===== src/rtl/apple1_uart_pkg.sv =====
// rtl/apple1_uart_pkg.sv - shared types and constants for the apple1 host-side UART
package apple1_uart_pkg;

  localparam int   FRAME_BITS = 10;
  localparam logic IDLE_LEVEL = 1'b1;

  typedef enum logic [1:0] {
    TX_IDLE,
    TX_START,
    TX_DATA,
    TX_STOP
  } tx_state_t;

  typedef enum logic [1:0] {
    RX_IDLE,
    RX_START,
    RX_DATA,
    RX_STOP
  } rx_state_t;

  // Rounded clock cycles per bit.
  function automatic int baud_div(input int clk, input int baud);
    return (clk + baud / 2) / baud;
  endfunction

endpackage


===== src/rtl/uart_byte_fifo.sv =====
// rtl/uart_byte_fifo.sv - synchronous show-ahead byte queue feeding the transmitter
module uart_byte_fifo #(
  parameter int DEPTH = 16,
  parameter int WIDTH = 8
) (
  input  logic                     i_clk,
  input  logic                     i_rst_n,
  input  logic                     i_wr_en,
  input  logic [WIDTH-1:0]         i_wr_data,
  input  logic                     i_rd_en,
  output logic [WIDTH-1:0]         o_rd_data,
  output logic                     o_full,
  output logic                     o_empty,
  output logic [$clog2(DEPTH):0]   o_count
);

  localparam int AW = $clog2(DEPTH);
  localparam logic [AW:0] FULL_COUNT = (AW + 1)'(DEPTH);

  logic [WIDTH-1:0] r_mem [DEPTH];
  logic [AW:0]      r_wr_ptr;
  logic [AW:0]      r_rd_ptr;
  logic             w_wr;
  logic             w_rd;

  // Pointers carry one extra wrap bit so full and empty differ.
  assign o_count   = r_wr_ptr - r_rd_ptr;
  assign o_full    = (o_count == FULL_COUNT);
  assign o_empty   = (o_count == '0);
  assign w_wr      = i_wr_en && !o_full;
  assign w_rd      = i_rd_en && !o_empty;
  assign o_rd_data = r_mem[r_rd_ptr[AW-1:0]];

  always_ff @(posedge i_clk or negedge i_rst_n) begin
    if (!i_rst_n) begin
      r_wr_ptr <= '0;
      r_rd_ptr <= '0;
    end else begin
      if (w_wr) r_wr_ptr <= r_wr_ptr + 1'b1;
      if (w_rd) r_rd_ptr <= r_rd_ptr + 1'b1;
    end
  end

  always_ff @(posedge i_clk) begin
    if (w_wr) r_mem[r_wr_ptr[AW-1:0]] <= i_wr_data;
  end

endmodule


===== src/rtl/apple1_uart_host.sv =====
// rtl/apple1_uart_host.sv - host terminal endpoint: queued 8N1 transmitter with CTS and 8N1 receiver
module apple1_uart_host
  import apple1_uart_pkg::*;
#(
  parameter int CLK_FREQ   = 25000000,
  parameter int BAUD       = 115200,
  parameter int FIFO_DEPTH = 16
) (
  input  logic       i_clk25,
  input  logic       i_rst_n,
  input  logic [7:0] i_tx_data,
  input  logic       i_tx_valid,
  output logic       o_tx_ready,
  output logic       o_host_txd,
  input  logic       i_host_cts,
  input  logic       i_host_rxd,
  output logic [7:0] o_rx_data,
  output logic       o_rx_valid,
  output logic       o_rx_frame_err,
  output logic       o_busy
);

  localparam int DIV      = baud_div(CLK_FREQ, BAUD);
  localparam int HALF     = DIV / 2;
  localparam int CW       = $clog2(DIV + 1);
  localparam int FAW      = $clog2(FIFO_DEPTH);
  localparam int LAST_BIT = FRAME_BITS - 3;

  localparam logic [CW-1:0] CNT_LAST  = CW'(DIV - 1);
  localparam logic [CW-1:0] HALF_LAST = CW'(HALF - 1);
  localparam logic [2:0]    BIT_LAST  = 3'(LAST_BIT);

  logic [7:0]   w_fifo_rd_data;
  logic         w_fifo_full;
  logic         w_fifo_empty;
  logic [FAW:0] w_fifo_count;
  logic         w_tx_pop;

  uart_byte_fifo #(
    .DEPTH (FIFO_DEPTH),
    .WIDTH (8)
  ) u_fifo (
    .i_clk     (i_clk25),
    .i_rst_n   (i_rst_n),
    .i_wr_en   (i_tx_valid),
    .i_wr_data (i_tx_data),
    .i_rd_en   (w_tx_pop),
    .o_rd_data (w_fifo_rd_data),
    .o_full    (w_fifo_full),
    .o_empty   (w_fifo_empty),
    .o_count   (w_fifo_count)
  );

  tx_state_t     r_tx_state, w_tx_state_nxt;
  logic [CW-1:0] r_tx_cnt, w_tx_cnt_nxt;
  logic [2:0]    r_tx_bit, w_tx_bit_nxt;
  logic [7:0]    r_tx_shift, w_tx_shift_nxt;
  logic          r_txd, w_txd_nxt;
  logic          r_cts_meta, r_cts_sync;
  logic          w_tx_go;

  assign w_tx_go    = !w_fifo_empty && r_cts_sync;
  assign o_tx_ready = !w_fifo_full;
  assign o_host_txd = r_txd;
  assign o_busy     = (r_tx_state != TX_IDLE) || (w_fifo_count != '0);

  always_ff @(posedge i_clk25 or negedge i_rst_n) begin
    if (!i_rst_n) begin
      r_tx_state <= TX_IDLE;
      r_tx_cnt   <= '0;
      r_tx_bit   <= '0;
      r_tx_shift <= '0;
      r_txd      <= IDLE_LEVEL;
      r_cts_meta <= 1'b0;
      r_cts_sync <= 1'b0;
    end else begin
      r_tx_state <= w_tx_state_nxt;
      r_tx_cnt   <= w_tx_cnt_nxt;
      r_tx_bit   <= w_tx_bit_nxt;
      r_tx_shift <= w_tx_shift_nxt;
      r_txd      <= w_txd_nxt;
      r_cts_meta <= i_host_cts;
      r_cts_sync <= r_cts_meta;
    end
  end

  // The line is registered from the current state, so it trails the FSM by one cycle.
  always_comb begin
    w_tx_state_nxt = r_tx_state;
    w_tx_cnt_nxt   = r_tx_cnt;
    w_tx_bit_nxt   = r_tx_bit;
    w_tx_shift_nxt = r_tx_shift;
    w_tx_pop       = 1'b0;
    w_txd_nxt      = IDLE_LEVEL;
    case (r_tx_state)
      TX_IDLE: begin
        if (w_tx_go) begin
          w_tx_pop       = 1'b1;
          w_tx_shift_nxt = w_fifo_rd_data;
          w_tx_cnt_nxt   = '0;
          w_tx_state_nxt = TX_START;
        end
      end
      TX_START: begin
        w_txd_nxt = 1'b0;
        if (r_tx_cnt == CNT_LAST) begin
          w_tx_cnt_nxt   = '0;
          w_tx_bit_nxt   = '0;
          w_tx_state_nxt = TX_DATA;
        end else begin
          w_tx_cnt_nxt = r_tx_cnt + 1'b1;
        end
      end
      TX_DATA: begin
        w_txd_nxt = r_tx_shift[0];
        if (r_tx_cnt == CNT_LAST) begin
          w_tx_cnt_nxt   = '0;
          w_tx_shift_nxt = {1'b0, r_tx_shift[7:1]};
          if (r_tx_bit == BIT_LAST) w_tx_state_nxt = TX_STOP;
          else                      w_tx_bit_nxt   = r_tx_bit + 1'b1;
        end else begin
          w_tx_cnt_nxt = r_tx_cnt + 1'b1;
        end
      end
      TX_STOP: begin
        if (r_tx_cnt == CNT_LAST) begin
          w_tx_cnt_nxt = '0;
          // Chain straight into the next start bit so queued bytes go out gap-free.
          if (w_tx_go) begin
            w_tx_pop       = 1'b1;
            w_tx_shift_nxt = w_fifo_rd_data;
            w_tx_state_nxt = TX_START;
          end else begin
            w_tx_state_nxt = TX_IDLE;
          end
        end else begin
          w_tx_cnt_nxt = r_tx_cnt + 1'b1;
        end
      end
      default: w_tx_state_nxt = TX_IDLE;
    endcase
  end

  rx_state_t     r_rx_state, w_rx_state_nxt;
  logic [CW-1:0] r_rx_cnt, w_rx_cnt_nxt;
  logic [2:0]    r_rx_bit, w_rx_bit_nxt;
  logic [7:0]    r_rx_shift, w_rx_shift_nxt;
  logic [7:0]    r_rx_data, w_rx_data_nxt;
  logic          r_rx_valid, w_rx_valid_nxt;
  logic          r_rx_ferr, w_rx_ferr_nxt;
  logic          r_rx_meta, r_rx_sync, r_rx_prev;
  logic          w_rx_fall;

  assign w_rx_fall      = r_rx_prev && !r_rx_sync;
  assign o_rx_data      = r_rx_data;
  assign o_rx_valid     = r_rx_valid;
  assign o_rx_frame_err = r_rx_ferr;

  always_ff @(posedge i_clk25 or negedge i_rst_n) begin
    if (!i_rst_n) begin
      r_rx_state <= RX_IDLE;
      r_rx_cnt   <= '0;
      r_rx_bit   <= '0;
      r_rx_shift <= '0;
      r_rx_data  <= '0;
      r_rx_valid <= 1'b0;
      r_rx_ferr  <= 1'b0;
      r_rx_meta  <= IDLE_LEVEL;
      r_rx_sync  <= IDLE_LEVEL;
      r_rx_prev  <= IDLE_LEVEL;
    end else begin
      r_rx_state <= w_rx_state_nxt;
      r_rx_cnt   <= w_rx_cnt_nxt;
      r_rx_bit   <= w_rx_bit_nxt;
      r_rx_shift <= w_rx_shift_nxt;
      r_rx_data  <= w_rx_data_nxt;
      r_rx_valid <= w_rx_valid_nxt;
      r_rx_ferr  <= w_rx_ferr_nxt;
      r_rx_meta  <= i_host_rxd;
      r_rx_sync  <= r_rx_meta;
      r_rx_prev  <= r_rx_sync;
    end
  end

  always_comb begin
    w_rx_state_nxt = r_rx_state;
    w_rx_cnt_nxt   = r_rx_cnt;
    w_rx_bit_nxt   = r_rx_bit;
    w_rx_shift_nxt = r_rx_shift;
    w_rx_data_nxt  = r_rx_data;
    w_rx_valid_nxt = 1'b0;
    w_rx_ferr_nxt  = 1'b0;
    case (r_rx_state)
      RX_IDLE: begin
        if (w_rx_fall) begin
          w_rx_cnt_nxt   = '0;
          w_rx_state_nxt = RX_START;
        end
      end
      RX_START: begin
        // A line that is high again at mid-start was only a glitch.
        if (r_rx_cnt == HALF_LAST) begin
          w_rx_cnt_nxt = '0;
          w_rx_bit_nxt = '0;
          w_rx_state_nxt = r_rx_sync ? RX_IDLE : RX_DATA;
        end else begin
          w_rx_cnt_nxt = r_rx_cnt + 1'b1;
        end
      end
      RX_DATA: begin
        if (r_rx_cnt == CNT_LAST) begin
          w_rx_cnt_nxt   = '0;
          w_rx_shift_nxt = {r_rx_sync, r_rx_shift[7:1]};
          if (r_rx_bit == BIT_LAST) w_rx_state_nxt = RX_STOP;
          else                      w_rx_bit_nxt   = r_rx_bit + 1'b1;
        end else begin
          w_rx_cnt_nxt = r_rx_cnt + 1'b1;
        end
      end
      RX_STOP: begin
        if (r_rx_cnt == CNT_LAST) begin
          w_rx_cnt_nxt   = '0;
          w_rx_state_nxt = RX_IDLE;
          if (r_rx_sync) begin
            w_rx_data_nxt  = r_rx_shift;
            w_rx_valid_nxt = 1'b1;
          end else begin
            w_rx_ferr_nxt = 1'b1;
          end
        end else begin
          w_rx_cnt_nxt = r_rx_cnt + 1'b1;
        end
      end
      default: w_rx_state_nxt = RX_IDLE;
    endcase
  end

endmodule


===== config.mk =====
export PLATFORM = sky130hd
export DESIGN_NAME = apple1_uart_host
export DESIGN_NICKNAME = d
export VERILOG_FILES = /design/src/rtl/apple1_uart_pkg.sv /design/src/rtl/uart_byte_fifo.sv /design/src/rtl/apple1_uart_host.sv
export SDC_FILE = /design/constraint.sdc
export NUM_CORES = 1
export LEC_CHECK = 0
export BUFFER_PORTS_ARGS = -buffer_cell sky130_fd_sc_hd__buf_2
export CAP_MARGIN = 20
export CORE_MARGIN = 3
export CORE_UTILIZATION = 66
export CTS_BUF_LIST = sky130_fd_sc_hd__clkbuf_2 sky130_fd_sc_hd__clkbuf_4 sky130_fd_sc_hd__clkbuf_8
export DETAILED_ROUTE_END_ITERATION = 8
export PLACE_DENSITY = 0.92
export SYNTH_ARGS = -nofsm -noshare
export SYNTH_HDL_FRONTEND = slang
export SYNTH_SLANG_ARGS = --single-unit
export TNS_END_PERCENT = 5

===== constraint.sdc =====
create_clock -name i_clk25 -period 7.4 [get_ports i_clk25]
set_input_delay 0.74 -clock i_clk25 [delete_from_list [all_inputs] [get_ports i_clk25]]
set_output_delay 0.74 -clock i_clk25 [all_outputs]
set_load 0.05 [all_outputs]

# ---- After elaboration in Yosys (flattened, before gate mapping)
# Memory sizes are Yosys's and may differ from the RTL's.
# Index checks and enable logic that the tools add are counted.
# Widths: inputs -> output; s select.
dict set report classes {
  muxes 45
  n_reduce_logical 25
  add_sub_neg 7
  eq_ne 24
}
# cell n
set ops {}
lappend ops {{$mux 8} 8}
lappend ops {{$pmux 8 s3} 2}
lappend ops {{$ne 2x2->1 const B} 12}
lappend ops {{$mux 2} 11}
lappend ops {{$mux 3} 6}
lappend ops {{$add 8x1->8 const B} 2}
lappend ops {{$eq 8x8->1 const B} 2}
lappend ops {{$pmux 2 s4} 2}
lappend ops {{$pmux 8 s2} 1}
lappend ops {{$pmux 3 s2} 2}
lappend ops {{$mux 1} 11}
lappend ops {{$add 5x1->5 const B} 2}
lappend ops {{$reduce_and 5->1} 2}
lappend ops {{$eq 2x2->1 const B} 4}
lappend ops {{$eq 8x7->1 const B} 1}
lappend ops {{$reduce_and 4->1} 2}
lappend ops {{$add 3x1->3 const B} 2}
lappend ops {{$eq 3x3->1 const B} 2}
lappend ops {{$reduce_and 3->1} 2}
lappend ops {{$reduce_bool 2->1} 3}
lappend ops {{$eq 5x5->1 const B} 1}
lappend ops {{$logic_not 5->1} 1}
lappend ops {{$reduce_bool 5->1} 1}
lappend ops {{$sub 5x5->5} 1}
lappend ops {{other kinds (10)} 18}
dict set report word_totals {
  input_bits 13
  mem_count 1
  elab_cells 121
  ram_bits 128
  output_inout_bits 13
  register_bits 68
}
# name words word_bits rd rd_clocked_by_memory_dff write_ports line
set mem_list {}
lappend mem_list {u_fifo.r_mem 16 8 1 0 1 uart_byte_fifo.sv:20} ;# logic [WIDTH-1:0] r_mem [DEPTH];

# ---- Logic depth before layout (Yosys ltp)
# Gate-level depths: netlist of the first run.
dict set report logic_depth {
  depth_word 8
  mapped_depth 11
  ltp_nobuf 8
}

# ---- Hierarchy
# A second synthesis of the first run with hierarchy kept.
dict set report unflattened {
  hier_cells 568
  area_unflattened_um2 8748.4
}
# module cells_per_inst seq_area_each_um2 area_each_um2 instances
set modules_own_cells {}
lappend modules_own_cells {uart_byte_fifo 307 4093.9 5683.0 1}
lappend modules_own_cells {apple1_uart_host 261 1456.4 3065.4 1}

# ---- Worst setup path before layout of the first run
# Ideal clock, no wire load.
dict set report synth_timing {
  kind {register -> output}
  from {register u_fifo.r_rd_ptr[1]}
  to {output o_busy}
  required_ps 6660
  path_slack_ps 3986
  t_arrival_ps 2674
  path_buffers 3
  path_stages_with_launch 11
  cell_sequence {dfrtp_1 clkbuf_1 buf_1 inv_1 ha_1 nor2b_4 o211ai_1 a21oi_1 nor4b_2 clkbuf_1 inv_1}
}
dict set report synth_via {
  elab_chain_cells 3
}
# element line
set synth_lines {}
lappend synth_lines {{from (decl)} uart_byte_fifo.sv:22} ;# logic [AW:0] r_rd_ptr;
lappend synth_lines {{from (signal assigned)} uart_byte_fifo.sv:40} ;# if (w_rd) r_rd_ptr <= r_rd_ptr + 1'b1;
lappend synth_lines {{$sub 5x5->5} uart_byte_fifo.sv:27} ;# assign o_count = r_wr_ptr - r_rd_ptr;
lappend synth_lines {{$reduce_bool 5->1} apple1_uart_host.sv:65} ;# assign o_busy = (r_tx_state != TX_IDLE) || (w_fifo_count != '0);
lappend synth_lines {{$logic_or 1x1->1} apple1_uart_host.sv:65}
lappend synth_lines {{to (decl)} apple1_uart_host.sv:20} ;# output logic o_busy
# No other way between the ends.

# ---- Final worst setup path of the first run
dict set report layout_timing {
  from {register u_fifo.r_rd_ptr[0]}
  to {memory u_fifo.r_mem[3][2] (enable)}
}
dict set report layout_via {
  elab_chain_cells 6
}
# element line
set layout_lines {}
lappend layout_lines {{$sub 5x5->5} uart_byte_fifo.sv:27}
lappend layout_lines {{$eq 5x5->1} uart_byte_fifo.sv:28} ;# assign o_full = (o_count == FULL_COUNT);
lappend layout_lines {{$logic_not 1->1} uart_byte_fifo.sv:30} ;# assign w_wr = i_wr_en && !o_full;
lappend layout_lines {{$logic_and 1x1->1} uart_byte_fifo.sv:30}
lappend layout_lines {{$mux 1} uart_byte_fifo.sv:45} ;# if (w_wr) r_mem[r_wr_ptr[AW-1:0]] <= i_wr_data;
lappend layout_lines {{$mux 1 (not written as such)} uart_byte_fifo.sv:45}
lappend layout_lines {{to (decl)} uart_byte_fifo.sv:20}
# No other way between the ends.

==> results of run 1 <==
-- flip-flops by register name, summed over array words and instances (netlist names), named ones only --
name             cells
u_fifo.r_mem       128
o_rx_data            8
r_rx_cnt             8
r_rx_shift           8
r_tx_cnt             8
r_tx_shift           8
u_fifo.r_rd_ptr      5
u_fifo.r_wr_ptr      5
r_rx_bit             3
r_tx_bit             3
r_tx_state           2
o_host_txd           1
o_rx_frame_err       1
o_rx_valid           1
r_cts_meta           1
r_cts_sync           1
r_rx_meta            1
r_rx_prev            1
r_rx_state           1
r_rx_sync            1
-- path summary, 6_finish.rpt --
check | slack (ns) | startpoint | end
max in group asynchronous | 6.37 | i_rst_n | u_fifo.r_rd_ptr[0]
worst max register to register | 3.63 | u_fifo.r_rd_ptr[0] | u_fifo.r_mem[3][2]
worst min register to register | 0.36 | r_rx_meta | r_rx_sync
worst max-delay path | 3.63 | u_fifo.r_rd_ptr[0] | u_fifo.r_mem[3][2]
worst min-delay path | 0.36 | r_rx_meta | r_rx_sync
min in group asynchronous | 0.46 | i_rst_n | r_tx_cnt[3]
-- worst max-delay path, cell delays in order, from the launching register on --
cell     delay (ns)
dfrtp_2        0.55
buf_12         0.24
ha_1           0.26
nor2b_4        0.14
o22ai_1        0.11
xnor2_1        0.51
o41a_1         0.44
nand2_1        0.20
nor3_1         0.91
-- cell usage in the layout (no fill, tap or decap), drive strengths merged, types with 4 or more instances in the layout --
cell type	Yosys	final
edfxtp	128	128
dfrtp	64	64
nand2	48	48
mux4	40	40
o21ai	30	30
nor2	29	29
buf	7	29
mux2	26	26
ha	22	22
inv	20	21
clkbuf	12	19
xnor2	11	11
mux2i	11	11
nor3	11	11
a21oi	10	10
nand3	10	10
clkinv	0	8
o21bai	5	5
nand2b	4	4
a211oi	4	4
a22oi	4	4
dfstp	4	4
-- per-layer routing --
metal | share of wire | up-vias
li1 | - | 2116
met1 | 0.41 | 2391
met2 | 0.52 | 133
met3 | 0.053 | 19
met4 | 0.012 | 0
met5 | 0 | -
-- cell families (layout without fill, tap and decap cells) --
family	Yosys count	after routing	share of synthesized area
AOI/OAI and AO/OA	71	71	0.0580
xor gates and xnor gates	14	14	0.0144
adders and majority gates	22	22	0.0324
buffers and inverters	39	81	0.0206
DFF	196	196	0.653
muxes	77	77	0.153
and+or+nand+nor	120	120	0.0676
-- metrics by stage --
stage	instances	utilization	hold slack (ns)	setup WS, ns	cell area [sq um]
2_1_floorplan	539	-	0.331	3.99	8490
3_3_place_gp	716	0.711	0.339	3.59	8750
3_5_place_dp	716	0.711	0.343	3.37	8750
4_1_cts	747	0.742	0.352	3.34	9140
5_1_grt	749	0.744	0.343	3.49	9160
6_report	749	0.744	0.360	3.63	9160
-- cell type report --
class	count	area [sq um]	share of cell area
Clock buffer	18	241	0.0264
Clock inverter	13	140	0.0153
Inverter	20	75.1	0.00820
Sequential cell	196	5550	0.606
Multi-Input combinational cell	304	2770	0.302
Timing Repair Buffer	30	173	0.0188
Tap cell	168	210	0.0229
-- power by group through the flow --
| stage | clock network (mW) | logic (mW) | registers [mW] |
|---|---|---|---|
| final | 0.671 | 1.16 | 1.50 |
| after detailed placement | 0 | 1.11 | 1.56 |
| after CTS | 0.679 | 1.12 | 1.53 |
| after global placement | 0 | 1.04 | 1.54 |
| after floorplan | 0 | 0.946 | 1.45 |
| after global routing | 0.727 | 1.27 | 1.52 |
==> impl_metrics.yaml, run 1 <==
outcome:
  status: "completed"
pwr:
  p_sw_mw: 1.13
  vdd_drop_max_uv: 256
  p_comb_frac: 0.349
  swShare: 0.339
  p_seq_frac: 0.449
  clockPowerShare: 0.201
  cellInternalPower_mw: 2.20
  finalPower_mw: 3.33
  leakagePower_nw: 3.42
  powerDensity_nw_per_um2: 364
routing:
  wirelength_microns: 15900
  route.detailed.drc: 0
  wl_per_cell_microns: 21.2
  dr.pass1.iters: 5
  first_iter_violations: 484
  vias_per_cell: 6.22
  vias: 4659
  postRouteAntennaNets: 0
synth:
  yosys-top-cells-count: "edfxtp_1 (128), dfrtp_1 (64), nand2_1 (48), mux4_2 (40)"
  ys_top_cells_by_area: "edfxtp_1 (45%), dfrtp_1 (19%), mux4_2 (11%), mux2_2 (3.4%), ha_1 (3.2%)"
  ys_seq_area_frac: 0.653
  yosysTopAreaCellShare: 0.452
  syn_area_sq_um: 8490
  synth_cell_types: 56
  synthCells: 539
  synth_top_cell_by_area: "edfxtp_1"
  async_reset_ff_frac: 0.347
  synth_seq_cells: 196
  yosys.cell_count.top_type: "edfxtp_1"
  synth.avg_cell_area_sq_um: 15.8
  synth_edf_count: 128
  mappedNetlistNets: 574
  ys_warn_count: 0
  synthFlopType: "edfxtp_1"
floorplan:
  rows: 40
  ios: 26
  fp.dieArea_sq_um: 14300
  fp.dieH_microns: 119
  die_w_microns: 119
  initial_core_util: 0.690
  core_sq_um: 12300
cells_and_area:
  nNetsFinal: 604
  diodes: 0
  drive_gt1_frac: 0.236
  syn_to_final_growth_pct: 7.84
  n_fill_cell: 751
global_route:
  use_met2: 0.398
  antenna_found_initial: 0
  grt_pass1_wl_microns: 25600
  gr-total-overflow: 0
  use_met3: 0.0674
  grt_usage: 0.239
  grt_max_degree: 69
  grt.busiest_layer: "met2"
  grtUsageMet1: 0.317
  grt_pass1_vias: 4798
timing:
  fin_crit_sh: 0.509
  slew_headroom: 0.228
  worst_pin_slew_ns: 1.15
  period_needed_ns: 3.77
  setup_viol: 0
  hold_viol_final: 0
  max_clock_freq_ghz: 0.266
  rsz0062_at_grt: "no"
  setup_tns_ns: 0
  fin_skew_ns: 0.0109
  slew_violations: 0
flow_run:
  cap_violations: 0
worst_setup_path:
  critPathMaxFanout: 26
  critPathCaptureType: "register"
  cp.required_ns: 7.48
  startpoint_type: "register"
  arrival_ns: 3.85
  r2r_cells: 8
  critPathKind: "reg2reg"
clock_network:
  postCtsHoldBufs: 0
  clock_sinks: 196
  cts_tree: "yes"
  path_clk_slew_ns: 0.09
  ctsResizeCount: 0
  cts_setup_buffers: 0
  cts_buffers: 17
  max-clock-path-buffers: 2
  insertion_delay_ns: 0.46
  cts-root-buf: "clkbuf_8"
  cts_max_level: 4
placed_design:
  dp_hpwl_microns: 10800
  port_buffers: 25
  place.gp.congestion: 0.862
min_path:
  hp-class: "reg2reg"
  hold_depth: 0
Note: power is estimated with default switching activity, not from simulation.
==> run 2, diff against run 1 <==
--- a/config.mk
+++ b/config.mk
@@ -8,10 +8,10 @@
 export BUFFER_PORTS_ARGS = -buffer_cell sky130_fd_sc_hd__buf_2
 export CAP_MARGIN = 20
 export CORE_MARGIN = 3
-export CORE_UTILIZATION = 66
+export CORE_UTILIZATION = 64
 export CTS_BUF_LIST = sky130_fd_sc_hd__clkbuf_2 sky130_fd_sc_hd__clkbuf_4 sky130_fd_sc_hd__clkbuf_8
 export DETAILED_ROUTE_END_ITERATION = 8
-export PLACE_DENSITY = 0.92
+export PLACE_DENSITY = 0.9
 export SYNTH_ARGS = -nofsm -noshare
 export SYNTH_HDL_FRONTEND = slang
 export SYNTH_SLANG_ARGS = --single-unit
==> constraint.sdc (replaced) <==
create_clock -name i_clk25 -period 3.5 [get_ports i_clk25]
set_input_delay 0.35 -clock i_clk25 [delete_from_list [all_inputs] [get_ports i_clk25]]
set_output_delay 0.35 -clock i_clk25 [all_outputs]
set_load 0.05 [all_outputs]
==> impl_metrics.yaml, run 2 (synthesis results as in run 1) <==
worst_setup_path:
  cp-endpoint: "u_fifo.r_mem[2][2]"
  setup.worst_path.start: "u_fifo.r_wr_ptr[3]"
  reg2reg_to: "u_fifo.r_mem[2][2]"
  cp.depth: 6
  cpPeakStageDelay_ns: 0.76
  critPathKind: "reg2reg"
  arrival_ns: 3.21
  crit_buf_inv: 0
  critPathMaxFanout: 10
  startpoint_type: "register"
  crit_chain: "ha_1, a21o_1, nor3_1, o41a_1, nand2_1, nor3_1"
  r2r_cells: 6
  crit_slowest_cell: "nor3_1"
  crit_top_cell: "nor3_1"
  r2r-start: "u_fifo.r_wr_ptr[3]"
  reg2reg_slack_ns: 0.38
  critPathCaptureType: "register"
  crit_family: "simple AND/OR/NAND/NOR gates"
  cp.required_ns: 3.59
placed_design:
  place.gp.congestion: 0.812
  pre_cts_ws_ns: 0.176
  port_buffers: 25
  dp_hpwl_microns: 10800
  placed_cell_area_sq_um: 8800
clock_network:
  cts_buffers: 17
  cts_tree: "yes"
  cts_max_level: 4
  max-clock-path-buffers: 2
  ctsResizeCount: 0
  insertion_delay_ns: 0.46
  clock_sinks: 196
  cts-root-buf: "clkbuf_8"
  path_clk_slew_ns: 0.10
timing:
  max_clock_freq_ghz: 0.321
  slew_violations: 0
  hold_viol_final: 0
  setup_ws_ns: 0.385
  whs_ns: 0.270
  setup_tns_ns: 0
  slew_headroom: 0.343
  period_needed_ns: 3.12
  fin_crit_sh: 0.890
  setup_viol: 0
  fin_skew_ns: 0.0121
  worst_pin_slew_ns: 0.979
  rsz0062_at_grt: "no"
pwr:
  clockPowerShare: 0.205
  p_comb_frac: 0.362
  swShare: 0.343
  p_seq_frac: 0.433
  cellInternalPower_mw: 4.71
  finalPower_mw: 7.16
  powerDensity_nw_per_um2: 773
  p_sw_mw: 2.45
  vdd_drop_max_uv: 562
  leakagePower_nw: 3.47
global_route:
  grt_pass1_vias: 4833
  grt_max_degree: 36
  grt_pass1_wl_microns: 26200
  antenna_found_initial: 2
  gr-total-overflow: 0
  grt_usage: 0.241
routing:
  vias: 4690
  first_iter_violations: 378
  route.detailed.drc: 0
  wl_met3_microns: 916
  wirelength_microns: 16100
  postRouteAntennaNets: 0
  met1Wirelength_microns: 6590
  wl_per_cell_microns: 21.1
  highest_layer: "met5"
  met2_length_microns: 8170
  dr.pass1.iters: 5
  vias_per_cell: 6.14
cells_and_area:
  syn_to_final_growth_pct: 8.97
  n_fill_cell: 734
  nNetsFinal: 614
  drive_gt1_frac: 0.252
  largest_reg_flops: 128
  mostFrequentLayoutCell: "edfxtp_1"
  final_cell_mix: "edfxtp_1 (128), dfrtp_1 (63), nand2_1 (48)"
  postLayoutCellArea_sq_um: 9260
  diodes: 0
floorplan:
  ios: 26
  die_w_microns: 121
  rows: 41
  fp.dieH_microns: 121
  fp.dieArea_sq_um: 14700
  initial_core_util: 0.665
  core_sq_um: 12800
min_path:
  min_from: "i_tx_data[3]"
  hp-class: "in2reg"
outcome:
  status: "completed"
flow_run:
  cap_violations: 0
## run 2: through the flow
step,instances,utilization
final,764,0.725
after global routing,764,0.725
after CTS,761,0.723
after detailed placement,726,0.689
after global placement,726,0.689
after floorplan,539,-
## run 2: per-layer routing
metal / track usage / up-vias
li1: - / 2129
met4: 0.0973 / 4
met5: 0 / -
met1: 0.316 / 2357
met2: 0.395 / 156
met3: 0.0559 / 44
## run 2: how the worst min path moves through the flow
stage | cells after the start | end | slack [ns]
after floorplan | 0 | asynchronous set/reset pin | 0.05
after CTS | 1 | u_fifo.r_mem[2][3] | 0.24
after detailed placement | 0 | r_cts_sync | 0.35
after global placement | 0 | r_cts_sync | 0.34
final | 1 | u_fifo.r_mem[2][3] | 0.27
after global routing | 1 | u_fifo.r_mem[2][3] | 0.26
## run 2: cell type report
cell class                      count  area [sq um]  share of cell area
Sequential cell                   196          5550               0.600
Multi-Input combinational cell    304          2770               0.299
Timing Repair Buffer               40           243              0.0262
Clock buffer                       18           241              0.0261
Tap cell                          172           215              0.0232
Clock inverter                     14           161              0.0174
Inverter                           20          75.1             0.00811
## run 2: timing repair
| item | 4_1_cts | 5_1_grt |
|---|---|---|
| hold buffers | 3 | 0 |
| buffers inserted | 0 | 0 |
| hold endpoints to repair | 23 | 0 |
## run 2: power groups by stage
| stage | sequential, mW | clock [mW] | combinational [mW] |
|---|---|---|---|
| 4_1_cts | 3.09 | 1.49 | 2.59 |
| 6_report | 3.10 | 1.47 | 2.59 |
| 3_5_place_dp | 3.14 | 0 | 2.56 |
| 5_1_grt | 3.15 | 1.57 | 2.83 |
| 2_1_floorplan | 3.07 | 0 | 2.00 |
| 3_3_place_gp | 3.10 | 0 | 2.40 |
==> run 3, diff against run 2 <==
==> constraint.sdc (replaced) <==
create_clock -name i_clk25 -period 3.3 [get_ports i_clk25]
set_input_delay 0.33 -clock i_clk25 [delete_from_list [all_inputs] [get_ports i_clk25]]
set_output_delay 0.33 -clock i_clk25 [all_outputs]
set_load 0.05 [all_outputs]
==> impl_metrics.yaml, run 3 (synthesis results as in run 1) <==
outcome:
  status: "completed"
clock_network:
  clock_sinks: 196
  cts_buffers: 17
  cts_max_level: 4
  insertion_delay_ns: 0.47
  cts_tree: "yes"
  max-clock-path-buffers: 2
  ctsResizeCount: 0
  path_clk_slew_ns: 0.10
  cts-root-buf: "clkbuf_8"
floorplan:
  ios: 26
  fp.dieArea_sq_um: 14700
  die_w_microns: 121
  initial_core_util: 0.665
  rows: 41
  core_sq_um: 12800
  fp.dieH_microns: 121
cells_and_area:
  mostFrequentLayoutCell: "edfxtp_1"
  seqCellArea_sq_um: 5550
  nNetsFinal: 616
  n_fill_cell: 771
  largest_reg_flops: 128
  drive_gt1_frac: 0.258
  syn_to_final_growth_pct: 9.37
  final_cell_mix: "edfxtp_1 (128), dfrtp_1 (63), nand2_1 (48)"
  final_util: 0.727
  diodes: 0
  multi_input_area_sq_um: 2770
min_path:
  hp-class: "in2reg"
pwr:
  leakagePower_nw: 3.49
  clockPowerShare: 0.204
  powerDensity_nw_per_um2: 818
  p_seq_frac: 0.430
  p_sw_mw: 2.65
  p_comb_frac: 0.366
  vdd_drop_max_uv: 463
  cellInternalPower_mw: 4.96
  swShare: 0.348
routing:
  vias: 4687
  route.detailed.drc: 0
  dr.pass1.iters: 5
  first_iter_violations: 495
  vias_per_cell: 6.12
  wl_per_cell_microns: 20.8
  postRouteAntennaNets: 0
  wirelength_microns: 16000
placed_design:
  dp_hpwl_microns: 10900
  port_buffers: 25
  pre_cts_ws_ns: 0.306
  place.gp.congestion: 0.838
timing:
  setup_tns_ns: 0
  worst_pin_slew_ns: 1.02
  slew_violations: 0
  setup_viol: 0
  rsz0062_at_grt: "no"
  fin_skew_ns: 0.0124
  slew_headroom: 0.316
  whs_ns: 0.263
  period_needed_ns: 3.03
  setup_ws_ns: 0.266
  max_clock_freq_ghz: 0.330
  fin_crit_sh: 0.919
  hold_viol_final: 0
worst_setup_path:
  crit_slowest_cell: "nor3_1"
  crit_buf_inv: 0
  critPathKind: "reg2reg"
  arrival_ns: 3.13
  cp.required_ns: 3.39
  crit_family: "simple AND/OR/NAND/NOR gates"
  critPathMaxFanout: 8
  crit_chain: "ha_1, nor2b_4, o211a_1, nor3_1, o41a_1, nand2_1, nor3_1"
  cpPeakStageDelay_ns: 0.79
  critPathCaptureType: "register"
  crit_top_cell: "nor3_1"
  startpoint_type: "register"
global_route:
  antenna_found_initial: 0
  use_met2: 0.404
  grt_pass1_vias: 4810
  gr-total-overflow: 0
  grt.busiest_layer: "met2"
  grt_usage: 0.238
  grt_max_degree: 53
  grtUsageMet1: 0.304
  grt_pass1_wl_microns: 25700
  use_met3: 0.0517
flow_run:
  cap_violations: 0
-- run 3: final cells by class --
type                       instances  share of cell area
clock buffer                      17              0.0252
clock inverter                    15              0.0183
inverter                          20             0.00808
multi-input combinational        304               0.299
sequential                       196               0.598
tap                              172              0.0232
timing repair buffer              42              0.0291
-- run 3: power groups by stage --
| stage | registers (mW) | clock network [mW] | logic [mW] |
|---|---|---|---|
| CTS | 3.27 | 1.58 | 2.79 |
| global route | 3.31 | 1.68 | 3.05 |
| global placement | 3.28 | 0 | 2.62 |
| floorplan | 3.25 | 0 | 2.13 |
| finish | 3.27 | 1.55 | 2.78 |
| detailed placement | 3.31 | 0 | 2.78 |
-- run 3: through the flow --
step | power, mW | instance area (sq um) | cells
CTS | 7.64 | 9260 | 763
global placement | 5.90 | 8830 | 729
floorplan | 5.38 | 8500 | 539
global route | 8.04 | 9290 | 766
finish | 7.60 | 9290 | 766
detailed placement | 6.09 | 8830 | 729
-- run 3: worst paths after layout --
| check | from | end | slack, ns | depth (start not counted) |
|---|---|---|---|---|
| worst max-delay path | u_fifo.r_wr_ptr[1] | u_fifo.r_mem[2][6] | 0.27 | 7 |
| worst min-delay path | i_tx_data[5] | u_fifo.r_mem[1][5] | 0.26 | 1 |
| min in group asynchronous | i_rst_n | r_tx_cnt[3] | 0.28 | 2 |
| worst min register to register | r_cts_meta | r_cts_sync | 0.36 | 0 |
| worst max register to register | u_fifo.r_wr_ptr[1] | u_fifo.r_mem[2][6] | 0.27 | 7 |
| max in group asynchronous | i_rst_n | o_rx_data[7] | 2.21 | 4 |
-- run 3: routing by layer --
| layer | up-vias | part of all wire |
|---|---|---|
| met5 | - | 0 |
| met4 | 0 | 0.024 |
| met3 | 29 | 0.048 |
| met2 | 157 | 0.52 |
| met1 | 2364 | 0.41 |
| li1 | 2137 | - |
-- run 3: repair_timing --
| action | CTS | global route |
|---|---|---|
| endpoints found under the hold margin | 2 | 13 |
| buffers inserted | 0 | 0 |
| hold buffers | 2 | 1 |
